<file path="config.mk">
export PLATFORM = sky130hd
export DESIGN_NAME = seg7_scan
export DESIGN_NICKNAME = d
export VERILOG_FILES = /design/src/rtl/seg7_scan_pkg.sv /design/src/rtl/hex_to_seg7.sv /design/src/rtl/seg7_scan.sv
export SDC_FILE = /design/constraint.sdc
export NUM_CORES = 1
export LEC_CHECK = 0
export ABC_AREA = 1
export BUFFER_PORTS_ARGS = -buffer_cell sky130_fd_sc_hd__buf_2
export CAP_MARGIN = 20
export CORE_ASPECT_RATIO = 2
export CORE_MARGIN = 2
export CORE_UTILIZATION = 38
export DETAILED_ROUTE_END_ITERATION = 8
export SKIP_LAST_GASP = 1
export SYNTH_ARGS = -nofsm -noshare
export SYNTH_HDL_FRONTEND = slang
export SYNTH_SLANG_ARGS = --single-unit
</file>
<file path="constraint.sdc">
create_clock -name clk -period 4.6 [get_ports clk]
set_input_delay 0.69 -clock clk [delete_from_list [all_inputs] [get_ports clk]]
set_output_delay 0.69 -clock clk [all_outputs]
set_load 0.02 [all_outputs]
</file>
<file path="src/rtl/seg7_scan_pkg.sv">
// Shared definitions for the seven-segment scan driver.
// Segment patterns are {g,f,e,d,c,b,a}, active-high. Polarity is applied only at the output register.
package seg7_scan_pkg;

  localparam logic [6:0] SEG_0   = 7'h3F;
  localparam logic [6:0] SEG_1   = 7'h06;
  localparam logic [6:0] SEG_2   = 7'h5B;
  localparam logic [6:0] SEG_3   = 7'h4F;
  localparam logic [6:0] SEG_4   = 7'h66;
  localparam logic [6:0] SEG_5   = 7'h6D;
  localparam logic [6:0] SEG_6   = 7'h7D;
  localparam logic [6:0] SEG_7   = 7'h07;
  localparam logic [6:0] SEG_8   = 7'h7F;
  localparam logic [6:0] SEG_9   = 7'h6F;
  localparam logic [6:0] SEG_A   = 7'h77;
  localparam logic [6:0] SEG_B   = 7'h7C;
  localparam logic [6:0] SEG_C   = 7'h39;
  localparam logic [6:0] SEG_D   = 7'h5E;
  localparam logic [6:0] SEG_E   = 7'h79;
  localparam logic [6:0] SEG_F   = 7'h71;
  localparam logic [6:0] SEG_OFF = 7'h00;

endpackage

</file>
<file path="src/rtl/hex_to_seg7.sv">
// Combinational hex nibble to seven-segment decoder (active-high segments).
module hex_to_seg7
  import seg7_scan_pkg::*;
(
  input  logic [3:0] hex,
  output logic [6:0] seg
);

  always_comb begin
    seg = SEG_OFF;
    case (hex)
      4'h0: seg = SEG_0;
      4'h1: seg = SEG_1;
      4'h2: seg = SEG_2;
      4'h3: seg = SEG_3;
      4'h4: seg = SEG_4;
      4'h5: seg = SEG_5;
      4'h6: seg = SEG_6;
      4'h7: seg = SEG_7;
      4'h8: seg = SEG_8;
      4'h9: seg = SEG_9;
      4'hA: seg = SEG_A;
      4'hB: seg = SEG_B;
      4'hC: seg = SEG_C;
      4'hD: seg = SEG_D;
      4'hE: seg = SEG_E;
      4'hF: seg = SEG_F;
      default: seg = SEG_OFF;
    endcase
  end

endmodule

</file>
<file path="src/rtl/seg7_scan.sv">
// Time-multiplexed seven-segment driver; the scan clock is sampled as data and edge-detected.
// Each frame is taken from a snapshot loaded on index wrap, so input changes never tear a frame.
module seg7_scan
  import seg7_scan_pkg::*;
#(
  parameter  int DIGITS     = 8,
  parameter  bit ACTIVE_LOW = 1'b1,
  localparam int IDXW       = (DIGITS > 1) ? $clog2(DIGITS) : 1
) (
  input  logic                  clk,
  input  logic                  rst_n,
  input  logic                  scan_clk,
  input  logic [4*DIGITS-1:0]   data,
  input  logic [DIGITS-1:0]     dp_mask,
  input  logic                  blank_lz,
  output logic [DIGITS-1:0]     an,
  output logic [6:0]            seg,
  output logic                  dp,
  output logic [IDXW-1:0]       digit_idx
);

  localparam logic [IDXW-1:0] LAST = IDXW'(DIGITS - 1);

  logic                s1, s2, s3;
  logic                tick;
  logic [IDXW-1:0]     idx, idx_nxt;
  logic                frame_valid;
  logic [4*DIGITS-1:0] snap_data;
  logic [DIGITS-1:0]   snap_dp;
  logic [DIGITS-1:0]   lz_mask;
  logic [3:0]          nib;
  logic [6:0]          seg_raw;
  logic                blank;

  assign tick    = s2 & ~s3;
  assign idx_nxt = (idx == LAST) ? '0 : idx + IDXW'(1);

  always_ff @(posedge clk) begin
    if (!rst_n) begin
      s1          <= 1'b0;
      s2          <= 1'b0;
      s3          <= 1'b0;
      idx         <= '0;
      frame_valid <= 1'b0;
      snap_data   <= '0;
      snap_dp     <= '0;
    end else begin
      s1 <= scan_clk;
      s2 <= s1;
      s3 <= s2;
      if (tick) begin
        // The first tick after reset only loads the snapshot; idx stays at 0.
        if (frame_valid)
          idx <= idx_nxt;
        if (!frame_valid || idx_nxt == '0) begin
          snap_data   <= data;
          snap_dp     <= dp_mask;
          frame_valid <= 1'b1;
        end
      end
    end
  end

  // lz_mask[i]: snapshot nibbles DIGITS-1..i are all zero. Digit 0 is never a candidate.
  always_comb begin
    logic zero_above;
    lz_mask    = '0;
    zero_above = 1'b1;
    for (int i = DIGITS - 1; i >= 1; i--) begin
      zero_above = zero_above & (snap_data[4*i +: 4] == 4'h0);
      lz_mask[i] = zero_above;
    end
  end

  assign nib   = snap_data[4*int'(idx) +: 4];
  assign blank = blank_lz & lz_mask[idx];

  hex_to_seg7 u_dec (
    .hex (nib),
    .seg (seg_raw)
  );

  always_ff @(posedge clk) begin
    if (!rst_n || !frame_valid) begin
      an        <= {DIGITS{ACTIVE_LOW}};
      seg       <= {7{ACTIVE_LOW}};
      dp        <= ACTIVE_LOW;
      digit_idx <= '0;
    end else begin
      an        <= (DIGITS'(1) << idx) ^ {DIGITS{ACTIVE_LOW}};
      seg       <= (blank ? SEG_OFF : seg_raw) ^ {7{ACTIVE_LOW}};
      dp        <= snap_dp[idx] ^ ACTIVE_LOW;
      digit_idx <= idx;
    end
  end

endmodule
</file>
==> impl_metrics.yaml, run 1 <==
floorplanning:
  io_pins: 63
  dieHeight_um: 133.3
  core_mm2: 0.008174
  rows: 47
  initial_core_util_pct: 38.83
  dieArea_mm2: 0.009145
  fp.dieW_um: 68.63
routing:
  wl_um: 7292
  vias_per_cell: 4.785
  wl_met1_um: 2901
  antenna_left: 0
  initialDrtViolationCount: 103
  route.met3.wl_um: 274
  drt-wirelength-per-cell_um: 12.44
  remaining_drc_errors: 0
  vias: 2804
  dr.pass1.iters: 4
  wl_met2_um: 3963
  top_layer: "met4"
final_layout:
  antennaDiodeCount: 0
  fin_nets: 539
  fin_cells: 586
  layout-drive-gt1-share_pct: 22.95
  layout_commonest_cell: "nand2_1"
  fin_area_mm2: 0.003804
  layout_common_cells: "nand2_1, nor2_1, dfxtp_1, buf_2, o21ai_0"
  synthToLayoutAreaGrowth_pct: 19.83
synthesis:
  syn_area_mm2: 0.003174
  ys_async_sr_fraction_pct: 0
  syn-num-nets: 487
  synth.distinct_cells: 28
  ys_seq_area_share_pct: 41.62
  synth_warnings: 0
  synth_edf_count: 0
  ys.flop_type: "dfxtp_1"
  synth_cells: 431
  ys_ff_latch: 66
  syn_area_per_cell_um2: 7.365
critical_path:
  critical_path_class: "flip-flop to flip-flop"
  critPathBufInv: 1
  cp_slowest_cell: "dfxtp_1"
  rrSetupSlack_ns: 1.41
  cp.required_ns: 4.79
  cp_cell_sequence: "ha_1 -> ha_1 -> nor2_1 -> nor2_2 -> inv_2 -> o21ai_0 -> a21oi_1"
  crit_path_end_kind: "flip-flop"
  critPathTopFamily: "flip-flops"
  cp.depth: 7
  reg2reg_depth: 7
  rr_endpoint: "snap_data[28]$_SDFFE_PN0P_"
  critPathMostFrequentCell: "ha_1"
  cp-startpoint: "idx[1]$_SDFFE_PN0P_"
  reg2reg_from: "idx[1]$_SDFFE_PN0P_"
  critical_path_arrival_ns: 3.38
  max_stage_delay_ns: 0.82
  cp-start-kind: "flip-flop"
  critical_path.endpoint: "snap_data[28]$_SDFFE_PN0P_"
  cp_max_fo: 56
cts:
  cts_sinks: 66
  clockBufferDepth: 2
  postCtsSetupBuffers: 0
  htreeDepth: 3
  cts_resized: 0
  cts-root-buf: "clkbuf_16"
  clk_latency_ns: 0.33
  cts_tree: "built"
  cts_hold_buffers: 0
  clkTransAtPathRegs_ns: 0.06
  cts_buffers: 9
sta:
  slew_headroom_pct: 41.61
  setup_tns_ns: 0
  fin_skew_ns: 0.006274
  tightest_slew_ns: 0.8749
  drv_slew: 0
  finalHoldViolCount: 0
  clock.fmax_mhz: 313.4
  finalSetupViolCount: 0
  rsz0062_at_grt: "no"
  post-route-min-period_ns: 3.191
  hold_slack_ns: 0.4117
  post-route-period-util_pct: 69.38
power_and_ir_drop:
  total_leakage_power_nw: 1.743
  power_density_mw_per_mm2: 421.4
  ir_drop_mv: 0.2806
global_routing:
  antenna_found_initial: 0
  grt_pass1_wl_um: 12240
  grt_pass1_vias: 2723
  gr-total-overflow: 0
  grt_max_degree: 57
  grt.total_usage_pct: 17.65
placement:
  dp.cells: 570
  postPlaceCellArea_mm2: 0.003428
  numPortBuffers: 62
  gp_congestion: 0.8291
  place_hpwl_um: 5342
min_path:
  worstHoldStart: "s1$_SDFF_PN0_"
  hold_class: "flip-flop to flip-flop"
run_status:
  status: "finished clean"
flow_run:
  drv_cap: 0
[layout make-up]
class | count | area [µm²]
sequential | 66 | 1321
timing repair buffer | 63 | 317.8
clock inverter | 6 | 136.4
multi-input combinational | 307 | 1524
clock buffer | 10 | 239.0
tap | 98 | 122.6
inverter | 36 | 142.6
fill | 836 | 4370
[sequential cells by signal, summed over array words and instances, names as in the netlist]
signal       flops
an               8
s2               1
frame_valid      1
dp               1
s3               1
snap_data       32
digit_idx        3
seg              7
s1               1
snap_dp          8
idx              3
[worst min-delay path by stage]
stage | endpoint | slack, ns | cells after the start
3_3_place_gp | s2$_SDFF_PN0_ | 0.40 | 2
3_5_place_dp | s2$_SDFF_PN0_ | 0.40 | 2
6_report | s2$_SDFF_PN0_ | 0.41 | 2
5_1_grt | s2$_SDFF_PN0_ | 0.44 | 2
4_1_cts | s2$_SDFF_PN0_ | 0.41 | 2
2_1_floorplan | s2$_SDFF_PN0_ | 0.39 | 2
[tightest hold or removal path, cell delays in order (launching register included)]
cell	delay [ns]
dfxtp_1	0.30
nand2_1	0.05
inv_1	0.04
[through the flow]
| stage | total power [W] | util [%] | setup WS, ns |
|---|---|---|---|
| floorplan | 0.0007217 | - | 2.918 |
| global placement | 0.0007616 | 41.94 | 1.569 |
| detailed placement | 0.0007639 | 41.94 | 1.400 |
| CTS | 0.001618 | 46.53 | 1.388 |
| global route | 0.001665 | 46.53 | 1.084 |
| finish | 0.001603 | 46.53 | 1.409 |
[cells in the mapped netlist (4+ instances only)]
| master | n | area share, % |
|---|---|---|
| buf_6 | 9 | 3.2 |
| nand3_2 | 8 | 2.5 |
| nand2_1 | 85 | 10 |
| a21oi_1 | 22 | 3.5 |
| o21ai_1 | 4 | 0.63 |
| ha_1 | 12 | 4.7 |
| nand3_1 | 33 | 5.2 |
| inv_2 | 4 | 0.47 |
| inv_1 | 30 | 3.5 |
| dfxtp_1 | 66 | 42 |
| o21ai_0 | 46 | 7.3 |
| nor2_1 | 72 | 8.5 |
| nand2_2 | 14 | 2.8 |
| clkbuf_1 | 6 | 0.71 |
[cells by family after synthesis]
kind of cell               count (synthesis)  share of synthesized area [%]
adders and majority gates                 12                          4.730
buffers and inverters                     58                          10.37
AOI/OAI and AO/OA                         77                          12.69
DFF                                       66                          41.62
and+or+nand+nor                          218                          30.59
[power by group]
| part | internal (W) | total [W] | leakage [nW] | switching, W |
|---|---|---|---|---|
| sequential | 0.000597 | 0.000610 | 0.538 | 0.0000134 |
| combinational | 0.0000529 | 0.000140 | 1.03 | 0.0000872 |
| clock | 0.000600 | 0.000852 | 0.179 | 0.000252 |
| total | 0.00125 | 0.00160 | 1.74 | 0.000352 |
[metal layers]
metal	vias up	GRT usage (%)
li1	1481	-
met1	1255	19.06
met2	55	30.88
met3	13	4.223
met4	0	8.000
met5	-	0
Power figures use the tool's default switching activity.
==> inputs of run 2 (changes only) <==
Clock period 4.6 ns to 2.6 ns, I/O delays scaled along.
==> impl_metrics.yaml, run 2 (synthesized netlist as in run 1, its figures left out) <==
final_layout:
  layout-drive-gt1-share_pct: 23.53
  top_register: "snap_data"
  layout_common_cells: "nand2_1, nor2_1, dfxtp_1, buf_2, o21ai_0"
  multi_input_area_mm2: 0.001524
  layout_commonest_cell: "nand2_1"
  nFillCells: 879
  largest_register_ffs: 32
  antennaDiodeCount: 0
  final_core_util_pct: 45.91
  largest_registers: "snap_data x32, an x8, snap_dp x8"
  fin_nets: 544
  seq_area_mm2: 0.001321
  synthToLayoutAreaGrowth_pct: 18.21
sta:
  drv_slew: 0
  finalSetupViolCount: 0
  post-route-min-period_ns: 2.068
  finalHoldViolCount: 0
  clock.fmax_mhz: 483.5
  tightest_slew_ns: 0.5740
  fin_skew_ns: 0.003935
  hold_slack_ns: 0.2441
  rsz0062_at_grt: "no"
  slew_headroom_pct: 61.68
  setup_tns_ns: 0
  post-route-period-util_pct: 79.55
critical_path:
  cp_slowest_cell: "dfxtp_1"
  reg2reg_depth: 7
  rrSetupSlack_ns: 0.53
  cp_cell_sequence: "ha_1 -> nor2_1 -> nor2_2 -> inv_2 -> buf_4 -> o21ai_0 -> a21oi_1"
  critPathBufInv: 2
  critical_path_arrival_ns: 2.32
  rr_endpoint: "snap_data[22]$_SDFFE_PN0P_"
  cp-start-kind: "flip-flop"
  cp.required_ns: 2.85
  max_stage_delay_ns: 0.47
  crit_path_end_kind: "flip-flop"
  reg2reg_from: "idx[2]$_SDFFE_PN0P_"
  cp_max_fo: 37
  critPathTopFamily: "buffers and inverters"
  critical_path_class: "flip-flop to flip-flop"
cts:
  cts_resized: 0
  clockBufferDepth: 2
  cts_buffers: 9
  cts-root-buf: "clkbuf_16"
  cts_tree: "built"
  postCtsSetupBuffers: 0
  cts_hold_buffers: 0
  cts_sinks: 66
  clkTransAtPathRegs_ns: 0.05
  clk_latency_ns: 0.33
  htreeDepth: 3
floorplanning:
  dieHeight_um: 133.3
  core_mm2: 0.008174
  fp.dieW_um: 68.63
  io_pins: 63
  rows: 47
  initial_core_util_pct: 38.83
  dieArea_mm2: 0.009145
routing:
  remaining_drc_errors: 0
  antenna_left: 0
  dr.pass1.iters: 7
  vias_per_cell: 4.734
  wl_um: 7433
  initialDrtViolationCount: 74
  vias: 2798
  drt-wirelength-per-cell_um: 12.58
flow_run:
  drv_cap: 0
global_routing:
  grt_pass1_wl_um: 12500
  met1_usage_pct: 20.23
  met3_usage_pct: 4.307
  top_usage_layer: "met2"
  grt_pass1_vias: 2691
  grt_max_degree: 47
  gr-total-overflow: 0
  antenna_found_initial: 0
  grt.total_usage_pct: 18.05
  grt_util_met2_pct: 31.25
min_path:
  whs_path_depth: 3
  worstHoldStart: "scan_clk"
  worst_hold_path.endpoint: "s1$_SDFF_PN0_"
  hold_class: "primary input to flip-flop"
power_and_ir_drop:
  total_leakage_power_nw: 1.730
  power_density_mw_per_mm2: 663.7
  ir_drop_mv: 0.3821
placement:
  place_hpwl_um: 5498
  gp_congestion: 0.8090
  numPortBuffers: 62
run_status:
  status: "finished clean"
==> run 2: cell types whose count changed in the layout (fill, tap and decap cells not counted) <==
cell       before  now
buf_4           1    6
clkinv_2        0    4
bufinv_16       4    1
clkbuf_1        0    1
clkbuf_8        1    0
inv_6           2    1
==> run 2: worst max-delay path by stage <==
| stage | cells past startpoint | startpoint | end | slack, ns |
|---|---|---|---|---|
| final | 7 | idx[2]$_SDFFE_PN0P_ | snap_data[22]$_SDFFE_PN0P_ | 0.53 |
| after global routing | 7 | idx[2]$_SDFFE_PN0P_ | snap_data[22]$_SDFFE_PN0P_ | 0.35 |
| after CTS | 7 | idx[2]$_SDFFE_PN0P_ | snap_data[22]$_SDFFE_PN0P_ | 0.52 |
| after detailed placement | 7 | idx[2]$_SDFFE_PN0P_ | snap_data[22]$_SDFFE_PN0P_ | 0.57 |
| after global placement | 11 | idx[0]$_SDFFE_PN0P_ | seg[5]$_SDFF_PP1_ | 0.62 |
| after floorplan | 13 | idx[1]$_SDFFE_PN0P_ | seg[3]$_SDFF_PP1_ | 0.92 |
==> run 2: layer usage <==
metal  part of all wire, %  vias up
met3                   3.0        9
met2                    55       43
li1                      -     1491
met5                     0        -
met1                    41     1255
met4                   1.6        0
==> run 2: through the flow <==
stage	cells	worst slack [ns]	power, W	instance area (µm²)
6_report	591	0.5317	0.002490	3752
5_1_grt	591	0.3450	0.002607	3752
4_1_cts	591	0.5224	0.002526	3752
3_5_place_dp	575	0.5667	0.001355	3466
3_3_place_gp	575	0.6218	0.001353	3466
2_1_floorplan	431	0.9178	0.001277	3174
==> run 2: tightest hold or removal path, delay by kind of cell <==
family,cells,cell delay [ns]
buf+inv,2,0.11
simple gates,1,0.04
==> run 2: where the power goes <==
| group | leakage (nW) | total [W] | switching [W] | internal [W] |
|---|---|---|---|---|
| clock | 0.142 | 0.00116 | 0.000424 | 0.000734 |
| combinational | 1.05 | 0.000253 | 0.000156 | 0.0000971 |
| sequential | 0.538 | 0.00108 | 0.0000228 | 0.00106 |
| total | 1.73 | 0.00249 | 0.000603 | 0.00189 |
==> run 2: final cells by class <==
type                            instances  share of cell area (%)
Clock buffer                           10                   6.102
Clock inverter                          6                   1.534
Inverter                               36                   3.801
Multi-Input combinational cell        307                   40.61
Sequential cell                        66                   35.21
Tap cell                               98                   3.268
Timing Repair Buffer                   68                   9.470
==> inputs of run 3 (changes only) <==
Clock period 2.6 ns to 2 ns, I/O delays scaled along.
==> impl_metrics.yaml, run 3 (synthesized netlist as in run 1, its figures left out) <==
routing:
  dr.pass1.iters: 4
  drt-wirelength-per-cell_um: 12.41
  top_layer: "met4"
  wl_met2_um: 3902
  remaining_drc_errors: 0
  antenna_left: 0
  initialDrtViolationCount: 142
  route.met3.wl_um: 256
  wl_um: 7457
  wl_met1_um: 3013
  vias_per_cell: 4.794
  vias: 2881
final_layout:
  largest_register_ffs: 32
  top_register: "snap_data"
  fin_cells: 601
  layout-drive-gt1-share_pct: 24.85
  antennaDiodeCount: 0
  layout_commonest_cell: "nand2_1"
  synthToLayoutAreaGrowth_pct: 21.76
  largest_registers: "snap_data x32, an x8, snap_dp x8"
  layout_common_cells: "nand2_1, nor2_1, dfxtp_1, buf_2, o21ai_0"
  fin_nets: 554
  fin_area_mm2: 0.003865
placement:
  pre_cts_slack_ns: 0.1391
  place_hpwl_um: 5694
  postPlaceCellArea_mm2: 0.003541
  dp.cells: 585
  gp_congestion: 0.8770
  numPortBuffers: 62
critical_path:
  cp_max_fo: 29
  critPathTopFamily: "simple AND/OR/NAND/NOR gates"
  critical_path_class: "flip-flop to flip-flop"
  crit_path_end_kind: "flip-flop"
  reg2reg_from: "idx[0]$_SDFFE_PN0P_"
  cp-start-kind: "flip-flop"
  max_stage_delay_ns: 0.35
  reg2reg_depth: 11
  cp.required_ns: 2.22
  cp_slowest_cell: "dfxtp_1"
  critPathBufInv: 2
  cp_cell_sequence: "buf_6 -> a21oi_1 -> o21ai_0 -> nand3_1 -> nand2_2 -> inv_1 -> ha_1 -> nand3_1 -> o21ai_0 -> nand2_1 -> nand2_1"
  critical_path_arrival_ns: 2.03
  rr_endpoint: "seg[5]$_SDFF_PP1_"
  rrSetupSlack_ns: 0.19
floorplanning:
  dieArea_mm2: 0.009145
  dieHeight_um: 133.3
  fp.dieW_um: 68.63
  io_pins: 63
  core_mm2: 0.008174
  rows: 47
  initial_core_util_pct: 38.83
sta:
  fin_skew_ns: 0.005726
  tightest_slew_ns: 0.3797
  setup_tns_ns: 0
  finalHoldViolCount: 0
  hold_slack_ns: 0.1571
  finalSetupViolCount: 0
  slew_headroom_pct: 74.69
  rsz0062_at_grt: "no"
  clock.fmax_mhz: 551.2
  post-route-period-util_pct: 90.72
  post-route-min-period_ns: 1.814
  drv_slew: 0
  worst_slack_ns: 0.1857
cts:
  clkTransAtPathRegs_ns: 0.05
  clk_latency_ns: 0.33
  cts_buffers: 9
  htreeDepth: 3
  cts_sinks: 66
  cts_hold_buffers: 0
  clockBufferDepth: 2
  cts-root-buf: "clkbuf_16"
  postCtsSetupBuffers: 0
  cts_tree: "built"
  cts_resized: 0
global_routing:
  grt_pass1_wl_um: 12450
  antenna_found_initial: 0
  grt_max_degree: 47
  grt.total_usage_pct: 17.95
  grt_pass1_vias: 2775
  gr-total-overflow: 0
run_status:
  status: "finished clean"
power_and_ir_drop:
  total_leakage_power_nw: 1.793
  power_density_mw_per_mm2: 884.6
  ir_drop_mv: 0.6062
min_path:
  worstHoldStart: "scan_clk"
  worst_hold_path.endpoint: "s1$_SDFF_PN0_"
  whs_path_depth: 3
  hold_class: "primary input to flip-flop"
flow_run:
  drv_cap: 0
-- run 3: changes by cell type in the layout (fill, tap and decap cells not counted) --
cell / previous run / this run
buf_6: 0 / 1
clkbuf_8: 0 / 1
clkbuf_1: 1 / 2
buf_4: 6 / 15
inv_6: 1 / 2
bufinv_16: 1 / 2
clkinvlp_4: 1 / 0
clkinv_2: 4 / 1
-- run 3: stage by stage --
step,power (W),util (%)
after global routing,0.003556,47.28
final,0.003419,47.28
after CTS,0.003449,47.24
after global placement,0.001766,43.32
after floorplan,0.001660,-
after detailed placement,0.001770,43.32
-- run 3: per-layer routing --
metal,global-route usage [%],vias up
li1,-,1515
met4,10.33,0
met5,0,-
met3,3.041,21
met1,20.03,1275
met2,30.50,70
-- run 3: worst max-delay path by stage --
stage / start / end / slack [ns] / cells past startpoint
detailed placement: idx[0]$_SDFFE_PN0P_ / seg[5]$_SDFF_PP1_ / 0.14 / 11
floorplan: idx[1]$_SDFFE_PN0P_ / seg[3]$_SDFF_PP1_ / 0.32 / 13
finish: idx[0]$_SDFFE_PN0P_ / seg[5]$_SDFF_PP1_ / 0.19 / 11
global route: idx[0]$_SDFFE_PN0P_ / seg[3]$_SDFF_PP1_ / 0.009 / 12
global placement: idx[0]$_SDFFE_PN0P_ / seg[3]$_SDFF_PP1_ / 0.20 / 11
CTS: idx[0]$_SDFFE_PN0P_ / seg[5]$_SDFF_PP1_ / 0.12 / 11
-- run 3: worst min-delay path, delay by kind of cell --
kind / cells / cell delay (ns)
buffers and inverters: 2 / 0.11
AND/OR/NAND/NOR: 1 / 0.04
-- run 3: where the power goes --
group	switching [W]	total (W)	internal, W
Combinational	0.000206	0.000339	0.000133
Clock	0.000550	0.00168	0.00113
Sequential	0.0000298	0.00140	0.00137
Total	0.000786	0.00342	0.00263
-- run 3: area by class of cell --
cell class	count	area (µm²)
Fill cell	852	4309
Multi-Input combinational cell	307	1524
Sequential cell	66	1321
Timing Repair Buffer	78	434.2
Clock buffer	12	246.5
Inverter	36	142.6
Tap cell	98	122.6
Clock inverter	4	73.82
